## src/rtl/psum_accumulator.sv

```systemverilog
// Ofmap collection stage: accumulates OFMAP_DEPTH psum rows over several input-channel
// passes, then drains saturated rows. Define ACC_RELU_EN to clamp negative outputs to zero.
module psum_accumulator #(
  parameter int BITWIDTH     = 16,
  parameter int PE_X_SIZE    = 3,
  parameter int OFMAP_DEPTH  = 8,
  parameter int NUM_CHANNELS = 4,
  parameter int CH_W         = 3,
  parameter int ACC_WIDTH    = 20
) (
  input  logic                          clk,
  input  logic                          rstb,
  input  logic                          start,
  input  logic [CH_W-1:0]               cfg_channels,
  input  logic                          psum_valid,
  output logic                          psum_ready,
  input  logic [BITWIDTH*PE_X_SIZE-1:0] psum_in,
  output logic                          ofmap_valid,
  input  logic                          ofmap_ready,
  output logic [BITWIDTH*PE_X_SIZE-1:0] ofmap_out,
  output logic                          ofmap_last,
  output logic                          busy,
  output logic                          done
);

  // state | meaning
  // IDLE  | waiting for start; no handshakes accepted or offered
  // ACCUM | accepting psum rows, channel 0 overwrites, later channels add
  // DRAIN | presenting saturated buffer rows downstream
  // DONE  | one-cycle done pulse before returning to IDLE

  localparam int RW = (OFMAP_DEPTH > 1) ? $clog2(OFMAP_DEPTH) : 1;
  localparam logic [RW-1:0]   LAST_ROW = RW'(OFMAP_DEPTH - 1);
  localparam logic [CH_W-1:0] MAX_CH   = CH_W'(NUM_CHANNELS);
  localparam logic signed [ACC_WIDTH-1:0] SAT_MAX =
    {{(ACC_WIDTH-BITWIDTH+1){1'b0}}, {(BITWIDTH-1){1'b1}}};
  localparam logic signed [ACC_WIDTH-1:0] SAT_MIN =
    {{(ACC_WIDTH-BITWIDTH+1){1'b1}}, {(BITWIDTH-1){1'b0}}};

  typedef enum logic [1:0] {IDLE, ACCUM, DRAIN, DONE} state_t;

  state_t                      state;
  logic [RW-1:0]               row_cnt;
  logic [RW-1:0]               drain_cnt;
  logic [CH_W-1:0]             ch_cnt;
  logic [CH_W-1:0]             n_ch;
  logic signed [ACC_WIDTH-1:0] acc_buf [OFMAP_DEPTH][PE_X_SIZE];

  logic psum_fire;
  logic ofmap_fire;
  logic last_row;
  logic last_ch;

  assign psum_fire  = psum_ready & psum_valid;
  assign ofmap_fire = ofmap_valid & ofmap_ready;
  assign last_row   = (row_cnt == LAST_ROW);
  assign last_ch    = (ch_cnt == n_ch - CH_W'(1));

  function automatic logic [CH_W-1:0] channel_count(input logic [CH_W-1:0] cfg);
    logic [CH_W-1:0] n;
    if (cfg == '0)
      n = CH_W'(1);
    else if (cfg > MAX_CH)
      n = MAX_CH;
    else
      n = cfg;
    return n;
  endfunction

  function automatic logic [BITWIDTH-1:0] saturate(input logic signed [ACC_WIDTH-1:0] v);
    logic [BITWIDTH-1:0] s;
    if (v > SAT_MAX)
      s = SAT_MAX[BITWIDTH-1:0];
    else if (v < SAT_MIN)
      s = SAT_MIN[BITWIDTH-1:0];
    else
      s = v[BITWIDTH-1:0];
`ifdef ACC_RELU_EN
    if (s[BITWIDTH-1])
      s = '0;
`endif
    return s;
  endfunction

  always_ff @(posedge clk or posedge rstb) begin
    if (rstb) begin
      state       <= IDLE;
      row_cnt     <= '0;
      drain_cnt   <= '0;
      ch_cnt      <= '0;
      n_ch        <= '0;
      psum_ready  <= 1'b0;
      ofmap_valid <= 1'b0;
      busy        <= 1'b0;
      done        <= 1'b0;
    end else begin
      case (state)
        IDLE: begin
          if (start) begin
            n_ch       <= channel_count(cfg_channels);
            row_cnt    <= '0;
            ch_cnt     <= '0;
            drain_cnt  <= '0;
            psum_ready <= 1'b1;
            busy       <= 1'b1;
            state      <= ACCUM;
          end
        end
        ACCUM: begin
          if (psum_fire) begin
            if (last_row) begin
              row_cnt <= '0;
              ch_cnt  <= ch_cnt + CH_W'(1);
              if (last_ch) begin
                drain_cnt   <= '0;
                psum_ready  <= 1'b0;
                ofmap_valid <= 1'b1;
                state       <= DRAIN;
              end
            end else begin
              row_cnt <= row_cnt + RW'(1);
            end
          end
        end
        DRAIN: begin
          if (ofmap_fire) begin
            if (drain_cnt == LAST_ROW) begin
              ofmap_valid <= 1'b0;
              busy        <= 1'b0;
              done        <= 1'b1;
              state       <= DONE;
            end else begin
              drain_cnt <= drain_cnt + RW'(1);
            end
          end
        end
        DONE: begin
          done  <= 1'b0;
          state <= IDLE;
        end
        default: begin
          psum_ready  <= 1'b0;
          ofmap_valid <= 1'b0;
          busy        <= 1'b0;
          done        <= 1'b0;
          state       <= IDLE;
        end
      endcase
    end
  end

  // Buffer is not reset: the first channel pass overwrites every row of a job.
  always_ff @(posedge clk) begin
    if (psum_fire) begin
      for (int k = 0; k < PE_X_SIZE; k++) begin
        if (ch_cnt == '0)
          acc_buf[row_cnt][k] <= ACC_WIDTH'($signed(psum_in[k*BITWIDTH +: BITWIDTH]));
        else
          acc_buf[row_cnt][k] <= acc_buf[row_cnt][k]
                               + ACC_WIDTH'($signed(psum_in[k*BITWIDTH +: BITWIDTH]));
      end
    end
  end

  // Read straight from the buffer so row 0 already holds the final pass on DRAIN entry.
  always_comb begin
    ofmap_out  = '0;
    ofmap_last = 1'b0;
    if (state == DRAIN) begin
      ofmap_last = (drain_cnt == LAST_ROW);
      for (int k = 0; k < PE_X_SIZE; k++)
        ofmap_out[k*BITWIDTH +: BITWIDTH] = saturate(acc_buf[drain_cnt][k]);
    end
  end

endmodule

```

## config.mk

```make
export PLATFORM = sky130hd
export DESIGN_NAME = psum_accumulator
export DESIGN_NICKNAME = d
export VERILOG_FILES = /design/src/rtl/psum_accumulator.sv
export SDC_FILE = /design/constraint.sdc
export NUM_CORES = 1
export LEC_CHECK = 0
export ABC_AREA = 0
export BUFFER_PORTS_ARGS = -buffer_cell sky130_fd_sc_hd__buf_4
export CORE_UTILIZATION = 50
export CTS_BUF_LIST = sky130_fd_sc_hd__clkbuf_2 sky130_fd_sc_hd__clkbuf_4 sky130_fd_sc_hd__clkbuf_8
export CTS_CLUSTER_SIZE = 25
export DETAILED_ROUTE_END_ITERATION = 7
export PLACE_DENSITY = 0.69
export REMOVE_ABC_BUFFERS = 1
export SLEW_MARGIN = 20
export SYNTH_ARGS = -nofsm -noshare
export SYNTH_HDL_FRONTEND = slang
export SYNTH_SLANG_ARGS = --single-unit
```

## constraint.sdc

```tcl
create_clock -name clk -period 9.4 [get_ports clk]
set_clock_uncertainty 0.1 [all_clocks]
set_input_delay 0.47 -clock clk [delete_from_list [all_inputs] [get_ports clk]]
set_output_delay 0.47 -clock clk [all_outputs]
set_load 0.05 [all_outputs]
```

==> metrics.txt, run 1 <==
met3 wire length=3460 microns; worst slew pin tran=between 1 and 1.5 ns; I/O pin cnt=about 110; Starting Density=51.1%; Vias/cell=6.25; Core Area=51800 sq um; CP Max Fanout=a little under 60; Max Slew Vio Count=0; crit path launch type=flop; Layout area overhead=11.9%; post-CTS setup buffer count=0; worst min-delay path category=in2reg; routed len/inst=24.7 microns; GRT Total Usage=23.7%; Synth Flop Type=edfxtp_1; period utilisation layout=roughly 58%; Layout Nets=between 1.5k and 2k; IR drop worst, VDD=0.155 mV; Worst slew margin=30.3%; syn avg cell area=16.1 sq um; max-cap violations=0; Syn Std Cell Area=around 26000 sq um; Synthesis Warnings=0; Util after Layout=57.1%; Worst path max stage delay=0.87 ns; Final Setup Violations=0; sequential share of the synthesized area=a little under three fifths; Routed Antenna Nets=0; Period minus WS final=5.44 ns; cell area power density=263 nW/um^2; # fillers=3965; CTS tree=yes; initial antenna violation count=1; layout cells sized above 1=31.4%; global-route wire length before repair=95700 microns; TritonCTS Sinks=about 500; hpwl dp=36300 microns; RSZ-0062 raised after global routing=no; vias in the first global route=roughly 16k; Crit Path Class=reg2reg; top routing layer in use=met4; Critical Path End Type=flop; Core Rows=83; Multi-input gate area=11100 sq um; DR vias=15.7k; CP top delay family=compound AO/OA/AOI/OAI gates; Max Root-Sink Buffers=3; Resize count post-CTS=0; Clk Tree Root Cell=clkbuf_8; Routability Congestion=approximately 0.9; grt ovf=0; metal2 WL=around 31000 microns; ys async rst share=3.61%; post-synth top area cell=edfxtp_1; number of synthesized register bits=498; Yosys cell types=77; chip height=between 200 and 250 microns; Slowest-stage cell, CP=dfrtp_4; worst skew pair latency=0.65 ns; critical path arrival=5.67 ns; Crit path top cell by count=o21ai_0; number of buffers created by CTS=84; TritonRoute pass-1 iters=5; DRC viols=0; port bufs=108; initial drt markers=between 1k and 1.5k; die area=53900 sq um; wl on met1=26200 microns; Reg area=14900 sq um; Buf+Inv Stages, Crit Path=2; status=completed; Worst Path Required=9.64 ns; final-report hold violation count=0; top post-synthesis cells by area=edfxtp_1 54%, mux4_2 19%, ha_1 3.3%; worst path cell trace=buf_4, mux4_2, mux2_2, ha_1, inv_1, fa_1, nor2b_1, o21a_1, o21ai_0, a21oi_1, o41ai_2, o21ai_0, xnor2_1, o21ai_0; Final Power=7.79 mW; largest net degree at the start of global routing=81; cts hold-fix bufs=4; Synth top area share=between 50% and 60%; clk slew on worst S/H paths=0.06 ns; die width=232 microns; Syn Inst Count=1641; number of flops mapped to enable cells by yosys=480; WL final=62000 microns; fmax=184 MHz; Pleak=10.2 nW; CTS H-Tree Depth=3
per-layer routing:
layer	vias to the layer above	global-route usage [%]
met3	99	3.43
li1	7003	-
met1	8137	32.1
met4	0	7.69
met2	484	39.6
met5	-	0
worst reg2reg max path, delay by kind of cell (launching register included):
| kind | cells | cell delay [ns] |
|---|---|---|
| and+or+nand+nor | 1 | 0.06 |
| adders and majority gates | 2 | 0.40 |
| DFF | 1 | 0.87 |
| muxes | 2 | 0.70 |
| AOI/OAI and AO/OA | 6 | 1.90 |
| buffers and inverters | 2 | 0.94 |
| xor gates and xnor gates | 1 | 0.15 |
state kept, by name (all words and copies together) (netlist names):
register     flops
n_ch             3
ch_cnt           3
acc_buf        480
ofmap_valid      1
drain_cnt        3
state            2
done             1
busy             1
row_cnt          3
psum_ready       1
path summary, 6_finish.rpt:
check                      cells past startpoint              to  slack, ns  startpoint
min reg2reg                                    2         n_ch[1]       0.39     n_ch[1]
max in group asynchronous                      3      row_cnt[2]       8.23        rstb
min                                            3            busy       0.09       start
max                                           14  acc_buf[3][54]       3.96  row_cnt[1]
max reg2reg                                   14  acc_buf[3][54]       3.96  row_cnt[1]
min in group asynchronous                      3       ch_cnt[2]       0.42        rstb
where the power goes:
group	internal (mW)	leakage (nW)	switching [mW]
combinational	1.31	4.78	1.76
sequential	2.67	4.55	0.153
clock	1.03	0.864	0.868
total	5.01	10.2	2.78
cells by family after synthesis:
kind of cell,Yosys count,share of synthesized area [%]
XOR/XNOR,48,1.59
buffers and inverters,129,2.34
AND/OR/NAND/NOR,283,4.99
AO/OA/AOI/OAI,258,6.15
multiplexers,353,25.3
flip-flops,498,56.2
adder cells (fa/ha/maj),72,3.49
placed cells by master, fill, tap and decap left out, types with 5 or more instances in the layout:
cell / Yosys / final
o21ai_2: 5 / 5
inv_1: 30 / 30
mux4_1: 19 / 19
edfxtp_1: 480 / 480
o31ai_1: 7 / 7
mux2i_1: 52 / 52
a21o_1: 23 / 22
xnor2_1: 24 / 24
nand4_1: 8 / 8
a21oi_1: 44 / 43
ha_1: 69 / 69
nand2_1: 135 / 135
nor2b_1: 18 / 18
nand2b_1: 11 / 11
o21ai_1: 5 / 5
dfrtp_1: 18 / 13
dfrtp_4: 0 / 5
mux4_2: 220 / 220
nor3_1: 13 / 9
clkinv_1: 0 / 27
o211ai_1: 5 / 5
nor2_1: 34 / 31
and3_1: 6 / 6
clkinv_2: 0 / 12
nor4_1: 6 / 5
mux2_2: 59 / 59
a31oi_1: 21 / 21
xor2_1: 24 / 24
nand3_1: 31 / 31
o21ai_0: 98 / 98
clkbuf_8: 0 / 87
buf_4: 11 / 132
nor3_2: 1 / 5
clkbuf_4: 0 / 24
through the flow:
step | cell area, sq um | cells | setup TNS [ns] | hold slack (ns) | worst slack (ns)
after detailed placement | 27900 | 2356 | 0 | 0.378 | 3.95
after CTS | 29600 | 2513 | 0 | 0.0329 | 3.86
after global placement | 27900 | 2356 | 0 | 0.369 | 4.11
after global routing | 29600 | 2515 | 0 | 0.100 | 3.61
final | 29600 | 2515 | 0 | 0.0877 | 3.96
after floorplan | 26000 | 1543 | -340.12 | 0.309 | -1.65
synthesized netlist by cell type (4+ instances only):
cell type	instances
buf_2	25
nand2b_1	11
o21a_1	4
and2_1	4
buf_4	11
o21ai_1	5
mux4_2	220
nor4_1	6
xnor2_1	24
clkbuf_1	46
o31ai_1	7
xor2_1	24
buf_1	9
nor3_1	13
nand3_1	31
o21bai_1	4
a21oi_1	44
o211ai_1	5
and3_1	6
mux2i_1	52
edfxtp_1	480
dfrtp_1	18
nand4_1	8
o21ai_2	5
inv_1	30
mux4_1	19
buf_6	4
a211oi_1	4
ha_1	69
nor2b_1	18
nor2_1	34
mux2_2	59
a31oi_1	21
a21o_1	23
o21ai_0	98
nand2_1	135
final cells by class:
| type | instances | share of cell area, % |
|---|---|---|
| tap | 680 | 2.87 |
| clock buffer | 111 | 4.65 |
| antenna | 1 | 0.00845 |
| timing repair buffer | 138 | 3.62 |
| clock inverter | 42 | 0.858 |
| inverter | 31 | 0.397 |
| multi-input combinational | 1014 | 37.3 |
| sequential | 498 | 50.3 |
(Power assumes the default switching activity.)
==> run 2: changes to the inputs <==
==> constraint.sdc (replaced) <==
create_clock -name clk -period 5.5 [get_ports clk]
set_clock_uncertainty 0.1 [all_clocks]
set_input_delay 0.275 -clock clk [delete_from_list [all_inputs] [get_ports clk]]
set_output_delay 0.275 -clock clk [all_outputs]
set_load 0.05 [all_outputs]
==> run 2 against run 1 <==
- maximum frequency increased by 9.0%
- final cell count increased by 0.76%
- first-iteration DRC count grew 7.0%
- worst setup slack got worse by 3.5 ns
- routed wire length up 3.2%
- combinational power up 73%
- register-to-register slack worse by 3.5 ns
- hold slack lost 0.045 ns
- power rose by 72%
- critical endpoint is now acc_buf[2][18]
- highest routed layer unchanged
==> metrics.txt, run 2 (synthesized netlist as in run 1, its figures left out) <==
Max Root-Sink Buffers=3; grt ovf=0; cell area power density=approximately 450 nW/um^2; crit path launch type=flop; Hold Crit Start=psum_in[32]; Layout area overhead=12.9%; Routability Congestion=between 0.8 and 0.9; R2R cell count=12; status=completed; CP Max Fanout=31; TNS Setup=0 ns; Top reg by flops=acc_buf; Max Slew Vio Count=0; Resize count post-CTS=0; Core Rows=83; fmax=200 MHz; hpwl dp=38900 microns; Worst Path Required=5.75 ns; Vias/cell=6.31; RSZ-0062 raised after global routing=no; crit path launch=row_cnt[0]; Crit Path Class=reg2reg; initial drt markers=between 1k and 1.5k; routed len/inst=25.3 microns; hold_ws=0.0424 ns; largest net degree at the start of global routing=69; initial antenna violation count=1; period utilisation layout=90.7%; Pleak=10.3 nW; port bufs=108; max-cap violations=0; Starting Density=51.1%; Core Area=51800 sq um; Layout Nets=1923; most frequent cells in the layout=480 x edfxtp_1, 220 x mux4_2, 150 x buf_4; WL final=roughly 64000 microns; worst hold path depth=3; GRT Total Usage=~24%; clk slew on worst S/H paths=0.06 ns; Final Setup Violations=0; chip height=232 microns; worst min-delay path category=in2reg; DR vias=16.0k; IR drop worst, VDD=approximately 0.23 mV; worst skew pair latency=0.65 ns; CTS tree=yes; number of buffers created by CTS=81; layout cells sized above 1=a little under a third; R2R Setup Slk=0.51 ns; Largest register FFs=480; Worst slew margin=24.2%; TritonRoute pass-1 iters=5; worst slew pin tran=1.14 ns; Critical Path End Type=flop; CP Capture Point=acc_buf[2][18]; r2r endpoint=acc_buf[2][18]; TritonCTS Sinks=about 500; final-report hold violation count=0; Clk Tree Root Cell=clkbuf_8; die width=232 microns; vias in the first global route=about 17k; global-route wire length before repair=98300 microns; Period minus WS final=4.99 ns; r2r startpoint=row_cnt[0]; CTS H-Tree Depth=3; I/O pin cnt=109; die area=approximately 54000 sq um; Routed Antenna Nets=0; DRC viols=0; commonest non-fill, non-tap cell in the layout=edfxtp_1; critical path arrival=5.24 ns
==> run 2: metal layers <==
layer	wire (microns)	vias to the layer above	global-route usage, %
li1	-	7067	-
met4	1120	0	7.01
met3	3600	86	3.12
met1	26100	8315	32.6
met2	33200	523	42.2
met5	0	-	0
==> run 2: where the power goes <==
part	leakage, nW	switching [mW]	internal (mW)
registers	4.55	0.317	4.56
logic	4.94	3.01	2.28
clock network	0.833	1.45	1.77
total	10.3	4.77	8.61
==> run 2: metrics by stage <==
stage	util (%)	power (mW)	worst slack, ns	cell area (sq um)	cells
3_5_place_dp	54.3	10.2	0.528	28100	2379
5_1_grt	57.6	14.1	0.0863	29900	2534
2_1_floorplan	-	9.05	-5.55	26000	1543
6_report	57.6	13.4	0.511	29900	2534
4_1_cts	57.6	13.5	0.515	29900	2533
3_3_place_gp	54.3	10.1	0.704	28100	2379
==> run 2: critical path: stages (launching register included) <==
cell	delay, ns
dfrtp_4	0.91
buf_4	0.42
buf_4	0.26
mux4_2	0.51
mux2_2	0.29
ha_1	0.42
a21oi_1	0.14
o21ai_0	0.36
nor2_1	0.10
a21oi_2	0.22
o21ai_0	0.15
nor3b_1	0.16
o31ai_1	0.65
==> run 2: area by class of cell <==
type / count / area, sq um
sequential: 498 / 14900
clock buffer: 109 / 1350
clock inverter: 32 / 240
multi-input combinational: 1014 / 11100
antenna: 1 / 2.50
timing repair buffer: 169 / 1380
inverter: 31 / 118
fill: 3935 / 21900
tap: 680 / 851
==> run 2: worst min path at each step <==
| stage | endpoint |
|---|---|
| 2_1_floorplan | busy |
| 3_3_place_gp | n_ch[2] |
| 3_5_place_dp | n_ch[1] |
| 4_1_cts | acc_buf[7][19] |
| 5_1_grt | acc_buf[7][19] |
| 6_report | acc_buf[2][0] |
==> run 2: timing repair <==
item	CTS	global route
setup buffers	0	0
hold buffers	13	0
hold endpoints to repair	80	0
